**src/rtl/cmu_phi_mac_if.sv**
```systemverilog
// Bundle between the phi MAC, its requester and the shared fp adder/multiplier.
// master = requester plus arithmetic units, slave = the MAC sequencer.
interface cmu_phi_mac_if #(
    parameter int unsigned DBL_WIDTH = 64,
    parameter int unsigned N_TERMS   = 4
);
    localparam int unsigned VW = N_TERMS * DBL_WIDTH;

    logic                 start;
    logic                 busy;
    logic [DBL_WIDTH-1:0] base;
    logic [VW-1:0]        coef;
    logic [VW-1:0]        p;
    logic [VW-1:0]        q;
    logic [N_TERMS-1:0]   preadd_mask;
    logic [DBL_WIDTH-1:0] a;
    logic                 valid_out;
    logic                 timeout_err;

    logic                 add_valid;
    logic [DBL_WIDTH-1:0] add_a;
    logic [DBL_WIDTH-1:0] add_b;
    logic                 add_finish;
    logic [DBL_WIDTH-1:0] add_result;

    logic                 mul_valid;
    logic [DBL_WIDTH-1:0] mul_a;
    logic [DBL_WIDTH-1:0] mul_b;
    logic                 mul_finish;
    logic [DBL_WIDTH-1:0] mul_result;

    modport master (
        output start, base, coef, p, q, preadd_mask,
        input  busy, a, valid_out, timeout_err,
        input  add_valid, add_a, add_b, mul_valid, mul_a, mul_b,
        output add_finish, add_result, mul_finish, mul_result
    );

    modport slave (
        input  start, base, coef, p, q, preadd_mask,
        output busy, a, valid_out, timeout_err,
        output add_valid, add_a, add_b, mul_valid, mul_a, mul_b,
        input  add_finish, add_result, mul_finish, mul_result
    );
endinterface

```
**src/rtl/cmu_phi_mac.sv**
```systemverilog
// Sequencer computing a = base + sum(coef_k * t_k) on one shared fp adder and
// one fp multiplier, t_k = p_k (+ q_k when preadd_mask[k]); terms run in order.
module cmu_phi_mac #(
    parameter int unsigned DBL_WIDTH = 64,
    parameter int unsigned N_TERMS   = 4,
    parameter int unsigned TIMEOUT   = 64
) (
    input  logic         clk,
    input  logic         rst,
    cmu_phi_mac_if.slave bus_s
);
    localparam int unsigned VW = N_TERMS * DBL_WIDTH;
    localparam int unsigned KW = (N_TERMS > 1) ? $clog2(N_TERMS) : 1;
    localparam int unsigned CW = $clog2(TIMEOUT + 1);
    localparam logic [KW-1:0] K_LAST = KW'(N_TERMS - 1);
    localparam logic [CW-1:0] C_LAST = CW'(TIMEOUT - 1);

    typedef enum logic [2:0] {S_IDLE, S_PRE, S_MUL, S_ACC, S_DONE} state_e;

    state_e               state_q, state_d;
    logic [KW-1:0]        k_q, k_d, j;
    logic [CW-1:0]        cnt_q, cnt_d;
    logic [VW-1:0]        coef_q, p_q, q_q, coef_s, p_s, q_s;
    logic [N_TERMS-1:0]   mask_q, mask_s;
    logic [DBL_WIDTH-1:0] acc_q, acc_d, a_q, a_d;
    logic [DBL_WIDTH-1:0] add_a_q, add_a_d, add_b_q, add_b_d;
    logic [DBL_WIDTH-1:0] mul_a_q, mul_a_d, mul_b_q, mul_b_d;
    logic                 valid_q, valid_d, terr_q, terr_d, busy_q, busy_d;
    logic                 add_go_q, add_go_d, mul_go_q, mul_go_d;
    logic                 take, waiting, fin, issue;

    // Operands come from the live inputs on the accepting cycle, latched copies afterwards.
    assign take    = (state_q == S_IDLE) && bus_s.start;
    assign coef_s  = take ? bus_s.coef        : coef_q;
    assign p_s     = take ? bus_s.p           : p_q;
    assign q_s     = take ? bus_s.q           : q_q;
    assign mask_s  = take ? bus_s.preadd_mask : mask_q;
    assign waiting = (state_q == S_PRE) || (state_q == S_MUL) || (state_q == S_ACC);
    assign fin     = (state_q == S_MUL) ? bus_s.mul_finish : bus_s.add_finish;

    always_comb begin
        state_d  = state_q;
        k_d      = k_q;
        cnt_d    = cnt_q + CW'(1);
        acc_d    = acc_q;
        a_d      = a_q;
        valid_d  = 1'b0;
        terr_d   = 1'b0;
        add_go_d = 1'b0;
        mul_go_d = 1'b0;
        add_a_d  = add_a_q;
        add_b_d  = add_b_q;
        mul_a_d  = mul_a_q;
        mul_b_d  = mul_b_q;
        issue    = 1'b0;
        j        = k_q;
        busy_d   = 1'b0;

        case (state_q)
            S_IDLE: begin
                cnt_d = '0;
                if (take) begin
                    acc_d = bus_s.base;
                    j     = '0;
                    issue = 1'b1;
                end
            end
            S_PRE: if (fin) begin
                state_d  = S_MUL;
                cnt_d    = '0;
                mul_go_d = 1'b1;
                mul_a_d  = coef_s[k_q*DBL_WIDTH +: DBL_WIDTH];
                mul_b_d  = bus_s.add_result;
            end
            S_MUL: if (fin) begin
                state_d  = S_ACC;
                cnt_d    = '0;
                add_go_d = 1'b1;
                add_a_d  = acc_q;
                add_b_d  = bus_s.mul_result;
            end
            S_ACC: if (fin) begin
                acc_d = bus_s.add_result;
                if (k_q == K_LAST) begin
                    state_d = S_DONE;
                    a_d     = bus_s.add_result;
                    valid_d = 1'b1;
                end else begin
                    j     = k_q + KW'(1);
                    issue = 1'b1;
                end
            end
            S_DONE: begin
                state_d = S_IDLE;
                cnt_d   = '0;
            end
            default: state_d = S_IDLE;
        endcase

        // A finish on the last allowed cycle still wins over the abort.
        if (waiting && !fin && (cnt_q == C_LAST)) begin
            state_d = S_IDLE;
            terr_d  = 1'b1;
        end

        if (issue) begin
            k_d   = j;
            cnt_d = '0;
            if (mask_s[j]) begin
                state_d  = S_PRE;
                add_go_d = 1'b1;
                add_a_d  = p_s[j*DBL_WIDTH +: DBL_WIDTH];
                add_b_d  = q_s[j*DBL_WIDTH +: DBL_WIDTH];
            end else begin
                state_d  = S_MUL;
                mul_go_d = 1'b1;
                mul_a_d  = coef_s[j*DBL_WIDTH +: DBL_WIDTH];
                mul_b_d  = p_s[j*DBL_WIDTH +: DBL_WIDTH];
            end
        end

        // busy falls together with the valid_out pulse, so the DONE cycle reads idle.
        busy_d = (state_d == S_PRE) || (state_d == S_MUL) || (state_d == S_ACC);
    end

    always_ff @(posedge clk or posedge rst) begin
        if (rst) begin
            state_q  <= S_IDLE;
            k_q      <= '0;
            cnt_q    <= '0;
            coef_q   <= '0;
            p_q      <= '0;
            q_q      <= '0;
            mask_q   <= '0;
            acc_q    <= '0;
            a_q      <= '0;
            valid_q  <= 1'b0;
            terr_q   <= 1'b0;
            busy_q   <= 1'b0;
            add_go_q <= 1'b0;
            mul_go_q <= 1'b0;
            add_a_q  <= '0;
            add_b_q  <= '0;
            mul_a_q  <= '0;
            mul_b_q  <= '0;
        end else begin
            state_q  <= state_d;
            k_q      <= k_d;
            cnt_q    <= cnt_d;
            acc_q    <= acc_d;
            a_q      <= a_d;
            valid_q  <= valid_d;
            terr_q   <= terr_d;
            busy_q   <= busy_d;
            add_go_q <= add_go_d;
            mul_go_q <= mul_go_d;
            add_a_q  <= add_a_d;
            add_b_q  <= add_b_d;
            mul_a_q  <= mul_a_d;
            mul_b_q  <= mul_b_d;
            if (take) begin
                coef_q <= bus_s.coef;
                p_q    <= bus_s.p;
                q_q    <= bus_s.q;
                mask_q <= bus_s.preadd_mask;
            end
        end
    end

    assign bus_s.busy        = busy_q;
    assign bus_s.a           = a_q;
    assign bus_s.valid_out   = valid_q;
    assign bus_s.timeout_err = terr_q;
    assign bus_s.add_valid   = add_go_q;
    assign bus_s.add_a       = add_a_q;
    assign bus_s.add_b       = add_b_q;
    assign bus_s.mul_valid   = mul_go_q;
    assign bus_s.mul_a       = mul_a_q;
    assign bus_s.mul_b       = mul_b_q;
endmodule

```
**src/flat_wrapper.sv**
```systemverilog
// flat-port wrapper written by rule: the top's interface ports become plain ports
module cmu_phi_mac_flat 
#(
    parameter int unsigned DBL_WIDTH = 64,
    parameter int unsigned N_TERMS   = 4,
    parameter int unsigned TIMEOUT   = 64
)
  (clk, rst, bus_s_start, bus_s_base, bus_s_coef, bus_s_p, bus_s_q, bus_s_preadd_mask, bus_s_busy, bus_s_a, bus_s_valid_out, bus_s_timeout_err, bus_s_add_valid, bus_s_add_a, bus_s_add_b, bus_s_mul_valid, bus_s_mul_a, bus_s_mul_b, bus_s_add_finish, bus_s_add_result, bus_s_mul_finish, bus_s_mul_result);
  cmu_phi_mac_if #(.DBL_WIDTH(DBL_WIDTH), .N_TERMS(N_TERMS)) bus_s_i ();
  input  logic clk;
  input  logic rst;
  input wire logic [$bits(bus_s_i.start)-1:0] bus_s_start;
  input wire logic [$bits(bus_s_i.base)-1:0] bus_s_base;
  input wire logic [$bits(bus_s_i.coef)-1:0] bus_s_coef;
  input wire logic [$bits(bus_s_i.p)-1:0] bus_s_p;
  input wire logic [$bits(bus_s_i.q)-1:0] bus_s_q;
  input wire logic [$bits(bus_s_i.preadd_mask)-1:0] bus_s_preadd_mask;
  output wire logic [$bits(bus_s_i.busy)-1:0] bus_s_busy;
  output wire logic [$bits(bus_s_i.a)-1:0] bus_s_a;
  output wire logic [$bits(bus_s_i.valid_out)-1:0] bus_s_valid_out;
  output wire logic [$bits(bus_s_i.timeout_err)-1:0] bus_s_timeout_err;
  output wire logic [$bits(bus_s_i.add_valid)-1:0] bus_s_add_valid;
  output wire logic [$bits(bus_s_i.add_a)-1:0] bus_s_add_a;
  output wire logic [$bits(bus_s_i.add_b)-1:0] bus_s_add_b;
  output wire logic [$bits(bus_s_i.mul_valid)-1:0] bus_s_mul_valid;
  output wire logic [$bits(bus_s_i.mul_a)-1:0] bus_s_mul_a;
  output wire logic [$bits(bus_s_i.mul_b)-1:0] bus_s_mul_b;
  input wire logic [$bits(bus_s_i.add_finish)-1:0] bus_s_add_finish;
  input wire logic [$bits(bus_s_i.add_result)-1:0] bus_s_add_result;
  input wire logic [$bits(bus_s_i.mul_finish)-1:0] bus_s_mul_finish;
  input wire logic [$bits(bus_s_i.mul_result)-1:0] bus_s_mul_result;
  assign bus_s_i.start = bus_s_start;
  assign bus_s_i.base = bus_s_base;
  assign bus_s_i.coef = bus_s_coef;
  assign bus_s_i.p = bus_s_p;
  assign bus_s_i.q = bus_s_q;
  assign bus_s_i.preadd_mask = bus_s_preadd_mask;
  assign bus_s_busy = bus_s_i.busy;
  assign bus_s_a = bus_s_i.a;
  assign bus_s_valid_out = bus_s_i.valid_out;
  assign bus_s_timeout_err = bus_s_i.timeout_err;
  assign bus_s_add_valid = bus_s_i.add_valid;
  assign bus_s_add_a = bus_s_i.add_a;
  assign bus_s_add_b = bus_s_i.add_b;
  assign bus_s_mul_valid = bus_s_i.mul_valid;
  assign bus_s_mul_a = bus_s_i.mul_a;
  assign bus_s_mul_b = bus_s_i.mul_b;
  assign bus_s_i.add_finish = bus_s_add_finish;
  assign bus_s_i.add_result = bus_s_add_result;
  assign bus_s_i.mul_finish = bus_s_mul_finish;
  assign bus_s_i.mul_result = bus_s_mul_result;
  cmu_phi_mac #(.DBL_WIDTH(DBL_WIDTH), .N_TERMS(N_TERMS), .TIMEOUT(TIMEOUT)) u_core (.clk(clk), .rst(rst), .bus_s(bus_s_i));
endmodule
```
**config.mk**
```make
export PLATFORM = sky130hd
export DESIGN_NAME = cmu_phi_mac_flat
export DESIGN_NICKNAME = d
export VERILOG_FILES = /design/src/rtl/cmu_phi_mac_if.sv /design/src/rtl/cmu_phi_mac.sv /design/src/flat_wrapper.sv
export SDC_FILE = /design/constraint.sdc
export NUM_CORES = 2
export LEC_CHECK = 0
export ABC_AREA = 1
export CAP_MARGIN = 10
export CORE_AREA = 2 2 497 499
export CTS_CLUSTER_DIAMETER = 50
export DETAILED_ROUTE_END_ITERATION = 7
export DIE_AREA = 0 0 499 501
export HOLD_SLACK_MARGIN = 0.1
export PLACE_DENSITY_LB_ADDON = 0.25
export SYNTH_ARGS = -nofsm -noshare
export SYNTH_HDL_FRONTEND = slang
export SYNTH_SLANG_ARGS = --single-unit
```
**constraint.sdc**
```tcl
create_clock -name clk -period 90.8 [get_ports clk]
set_clock_uncertainty 0.05 [all_clocks]
set_input_delay 27.24 -clock clk [delete_from_list [all_inputs] [get_ports clk]]
set_output_delay 27.24 -clock clk [all_outputs]
set_load 0.05 [all_outputs]
```
* After elaboration in Yosys (flattened, before gate mapping)
Cells that the tools add are included.
Word-level totals: output and inout port bits 325, flip-flop bits (word level) 1173, logic and storage cells 106, input bits 969
Operators by class: reduce and logical (&&, ||, !) cells 14, shift operators 4, mux-type cells 56, order comparisons 1, eq/ne operators 11, add/sub/neg operators 2
Operator list (number):
- $mux 64 | 18
- $shiftx 256x9->64 | 4
- $mux 256 | 3
- $pmux 64 s2 | 1
- $mux 3 | 6
- $mux 1 | 16
- $mux 7 | 2
- $pmux 7 s2 | 1
- $eq 3x2->1 const B | 4
- $pmux 3 s4 | 1
- $mux 2 | 4
- $add 7x1->7 const B | 1
- $eq 7x6->1 const B | 1
- $eq 3x1->1 const B | 2
- $reduce_and 3->1 | 2
- $logic_or 1x1->1 | 4
- $mux 4 | 1
- $ne 2x1->1 const B | 2
- $pmux 2 s2 | 1
- $reduce_or 2->1 | 2
- $eq 3x3->1 const B | 1
- $logic_and 1x1->1 | 3
- $logic_not 3->1 | 1
- $lt 2x3->1 const B | 1
- other kinds (6) | 6

* Longest topological paths before layout
depth in word-level cells 11, depth in mapped cells 16, depth with buffers taken out 14

* Worst setup path before layout
No wires, ideal clock.
kind input to register, start point input bus_s_start, end point register u_core.mul_a_q[41], in the netlist u_core.bus_s.mul_a[41], setup slack 62.006 ns, path buffers 4, stages 12, data arrival time 28.627 ns, data required time 90.633 ns, library setup time 0.117 ns, cells stage by stage inv_1 nor2_1 nand2_2 buf_4 buf_6 buf_2 buf_2 o21ai_0 o21ai_1 o21a_1 nand2_1 nand2_1
On the way: word-level cells in the longest chain between the ends 7, elaborated cells between the ends (all ways) 15, those cells by class shift: 2; mux: 12; reduce/logical: 1
Ends and longest elaborated chain:
- start: declaration | line flat_wrapper.sv:12 | input wire logic [$bits(bus_s_i.start)-1:0] bus_s_start;
- $logic_and 1x1->1 (*) | line cmu_phi_mac.sv:33 | assign take = (state_q == S_IDLE) && bus_s.start;
- $mux 256 / $mux 2 (equally long branches)
- $shiftx 256x9->64 / $pmux 2 s2 (equally long branches) | line cmu_phi_mac.sv:72, cmu_phi_mac.sv:59
- $mux 64 / $bmux 1 s2 (equally long branches) | line cmu_phi_mac.sv:68, cmu_phi_mac.sv:109
- $mux 64 / $mux 1 (equally long branches) | line cmu_phi_mac.sv:59, cmu_phi_mac.sv:109
- $mux 64 | line cmu_phi_mac.sv:109 | if (mask_s[j]) begin
- $mux 64 (*) | line cmu_phi_mac.sv:106 | if (issue) begin
- via u_core.mul_a_d[41] | line cmu_phi_mac.sv:27 | logic [DBL_WIDTH-1:0] mul_a_q, mul_a_d, mul_b_q, mul_b_d;
- end signal: assignment | line cmu_phi_mac.sv:159 | mul_a_q <= mul_a_d;
- end: declaration | line cmu_phi_mac.sv:27
Mark *: on every way through the listed nets, which the timed path passes. The rest lies on a longest branch. The select of a mux whose other input is x is not followed. A chain may end at the register's enable or synchronous reset.

* Final worst setup path
start point input bus_s_start, end point register u_core.state_q[1]
On the way: elaborated cells between the ends (all ways) 10, those cells by class mux: 9; reduce/logical: 1
RTL lines:
- $logic_and 1x1->1 | line cmu_phi_mac.sv:33
- $mux 4 | line cmu_phi_mac.sv:37 | assign mask_s = take ? bus_s.preadd_mask : mask_q;
- via u_core.mask_s[0] | line cmu_phi_mac.sv:24 | logic [N_TERMS-1:0] mask_q, mask_s;
- $bmux 1 s2 | line cmu_phi_mac.sv:109
- $mux 1 (implied by the code) | line cmu_phi_mac.sv:109
- $mux 2 | line cmu_phi_mac.sv:109
- $mux 3 | line cmu_phi_mac.sv:106
- via u_core.state_d[1] | line cmu_phi_mac.sv:20 | state_e state_q, state_d;
- end signal: assignment | line cmu_phi_mac.sv:147 | state_q <= state_d;
- end: declaration | line cmu_phi_mac.sv:20
The timed path passes the listed nets, and every way through them passes these cells. The select of a mux whose other input is x is not followed.

==> metrics.md <==
| Metric | Value |
|---|---|
| Overall Global Routing Usage | `22.4%` |
| RSZ-0062 raised after global routing | `no` |
| Top-area cell type share of the netlist area | `50.1%` |
| Initial antenna violation count | `152` |
| TNS Setup | `0 ps` |
| WL/cell | `23.4 um` |
| Switching share of power | `47.2%` |
| Vias in the first global route | `55255` |
| P_sw | `1.56 mW` |
| Seq/Total Area, Yosys | `50.1%` |
| Achievable Freq | `31.1 MHz` |
| Layout cells sized above 1 | `7.05%` |
| Leading area contributor after synthesis | `dfrtp_1` |
| Max-slew violation count | `0` |
| Initial Util | `24.0%` |
| YS warnings | `0` |
| Num rows | `182` |
| Largest net degree at the start of global routing | `195` |
| Pwr/cell area | `40.9 nW/um^2` |
| Max-slew headroom | `13.3%` |
| 1st-pass router iterations | `6` |
| Post-CTS Setup Inserts | `0` |
| DR vias/cell | `4.58` |
| PostCTS Resize Cnt | `0` |
| Core Region | `245000 sq um` |
| Clk pwr share | `23.0%` |
| First-pass GRT wire length | `410000 um` |
| Die area | `250000 sq um` |
| Post-CTS Hold Fix Bufs | `0` |
| Fin crit period | `32190 ps` |
| Post-Syn Instances | `7799` |
| Final setup viols | `0` |
| Die width | `499 um` |
| Post-synthesis register bit count | `1173` |
| Outcome | `completed` |
| Max-cap violations | `0` |
| Critical path data arrival time | `32780 ps` |
| Clock buffer count from CTS | `186` |
| CP Launch Type | `primary input` |
| Reg power frac | `26.4%` |
| Routed Antenna Nets | `0` |
| Post-route clock period utilization | `35.4%` |
| Net count, final | `9830` |
| Pwr Total | `3.31 mW` |
| Worst-Margin Slew | `1300 ps` |
| Static leakage power | `38.9 nW` |
| Combinational share of power | `50.6%` |
| CP endpoint kind | `flop` |
| Yosys cell types | `38` |
| Clock Sinks | `1173` |
| Total gr overflow | `0` |
| Worst-skew pair later-pin latency | `850 ps` |
| Final hold violation count | `0` |
| Number of DRC markers in iteration 0 | `5001` |
| Detailed placement HPWL | `202000 um` |
| Final WL | `288000 um` |
| Synth Cell Area | `58600 sq um` |
| DRC Markers | `0` |
| TritonCTS clock tree | `built` |
| Clock buffer depth | `3` |
| Syn_area_per_cell | `7.52 sq um` |
| Internal power | `1.75 mW` |
| H-tree Lvls | `4` |
| Setup CP Type | `in -> reg` |
| Min-delay worst type | `reg -> reg` |
| Area growth syn-to-layout | `38.1%` |
| Max IR drop VDD | `24.8 uV` |
| Final worst slack | `58610 ps` |
| Worst endpoint required time | `91390 ps` |
| Port bufs | `1293` |
| Worst slack, placed | `57420 ps` |
| Area contributors post-synth | `dfrtp_1, nand2_1, o21ai_0` |
| Syn Nets | `8769` |
| Via count | `56340` |
| I/O pin cnt | `1294` |
| Fin Hold WS | `409 ps` |
| Chip height | `501 um` |
| Gpl congestion | `0.896` |
| Max FO, Critical Path | `160` |
| Root Buffer | `clkbuf_16` |
| Clock Pin Slew Worst Setup and Hold Paths | `50 ps` |
[cell families after synthesis]
kind of cell,Yosys count,synth area share [%]
AOI/OAI and AO/OA,1214,10.9
xor gates and xnor gates,3,0.0448
adders and majority gates,1,0.0213
buffers and inverters,1698,11.4
DFF,1173,50.1
muxes,64,1.09
and+or+nand+nor,3646,26.5
[routing by layer]
metal	track usage, %	vias up	part of all wire (%)
met5	0	-	0.25
met4	7.44	106	2.7
met3	7.50	487	9.5
met2	35.0	2359	45
met1	28.9	27085	42
li1	-	26303	-
[flip-flops by register name, summed over array words and instances, names as in the netlist]
register,count
u_core.coef_q,256
u_core.bus_s.mul_b,64
u_core.bus_s.a,64
u_core.bus_s.add_valid,1
u_core.bus_s.add_b,64
u_core.bus_s.valid_out,1
u_core.p_q,256
u_core.bus_s.add_a,64
u_core.state_q,3
u_core.k_q,2
u_core.bus_s.mul_a,64
u_core.acc_q,64
u_core.bus_s.busy,1
u_core.q_q,256
u_core.cnt_q,7
u_core.mask_q,4
u_core.bus_s.timeout_err,1
u_core.bus_s.mul_valid,1
[worst max-delay path, cell delays in order]
cell	delay, ps
clkdlybuf4s50_1	450
inv_1	50
nor2_1	270
nand2_8	380
inv_8	480
buf_12	420
nand2_1	140
nand2_1	120
nand3_1	80
nand3_1	240
nand2_4	420
nand2_4	920
buf_4	670
o21ai_0	190
[cells in the mapped netlist]
library cell  number
nand2_2            3
nand4_1           68
or2_2            223
nor2_1           279
o22a_1             3
o21ai_2            1
a2bb2oi_1          5
buf_2            152
buf_1             42
nand3_2            1
nor3_1             2
xor2_1             2
a21boi_1          29
o21a_1             9
o21bai_1           1
inv_1           1192
nand3_1          528
buf_6              2
mux2i_1           64
nor2_2             2
o21ai_0          903
o211ai_1          74
nand3b_1          13
nor3b_1            1
buf_4             26
xnor2_1            1
or2_1             66
or2_0             83
a21oi_1           53
dfrtp_1         1173
o21ai_1          135
nor2_4             1
ha_1               1
a31oi_1            1
nand2_1         2376
clkinv_1           1
clkbuf_1         274
inv_2              9
[power by group through the flow]
stage	registers, mW	clock network (mW)	logic, mW
2_1_floorplan	1.10	0	0.862
4_1_cts	0.874	0.779	1.69
3_5_place_dp	0.879	0	1.68
6_report	0.874	0.762	1.68
3_3_place_gp	0.876	0	1.67
5_1_grt	0.897	0.800	1.85
[metrics by stage]
stage	cell area (sq um)	cells	util, %
floorplan	58600	7799	-
global placement	74300	11892	30.3
detailed placement	74300	11892	30.3
CTS	80800	12237	33.0
global route	80900	12269	33.1
finish	81000	12297	33.1
[cell usage in the layout (no fill, tap or decap), types with 22 or more instances in the layout]
| cell type | n |
|---|---|
| o211ai_1 | 74 |
| clkbuf_16 | 188 |
| nand4_1 | 68 |
| diode_2 | 60 |
| a21oi_1 | 53 |
| inv_6 | 22 |
| buf_4 | 67 |
| a21boi_1 | 29 |
| dfrtp_1 | 1173 |
| bufinv_16 | 23 |
| mux2i_1 | 64 |
| nand3_1 | 527 |
| nand2_1 | 2373 |
| nor2_1 | 277 |
| o21ai_0 | 903 |
| clkbuf_1 | 34 |
| or2_2 | 223 |
| or2_0 | 83 |
| clkdlybuf4s50_1 | 1293 |
| inv_1 | 1189 |
| or2_1 | 66 |
| o21ai_1 | 135 |
[layout make-up]
class / count / area (sq um)
Timing Repair Buffer: 1369 / 13600
Inverter: 1202 / 4560
Multi-Input combinational cell: 4928 / 22700
Antenna cell: 60 / 150
Clock buffer: 242 / 5110
Sequential cell: 1173 / 29400
Clock inverter: 103 / 1460
Tap cell: 3220 / 4030
Fill cell: 25800 / 164000
[worst paths after layout]
kind | cells after the start | to | slack, ps | startpoint
min in group asynchronous | 2 | u_core.q_q[245]$_DFF_PP0_ | 26900 | rst
hold / removal | 1 | u_core.cnt_q[0]$_DFF_PP0_ | 410 | u_core.cnt_q[0]$_DFF_PP0_
max in group asynchronous | 6 | u_core.bus_s.mul_b[30]$_DFF_PP0_ | 59610 | rst
setup / recovery | 14 | u_core.state_q[1]$_DFF_PP0_ | 58610 | bus_s_start
setup reg to reg | 12 | u_core.state_q[1]$_DFF_PP0_ | 84680 | u_core.state_q[0]$_DFF_PP0_
hold reg to reg | 1 | u_core.cnt_q[0]$_DFF_PP0_ | 410 | u_core.cnt_q[0]$_DFF_PP0_
Power figures use the tool's default switching activity.
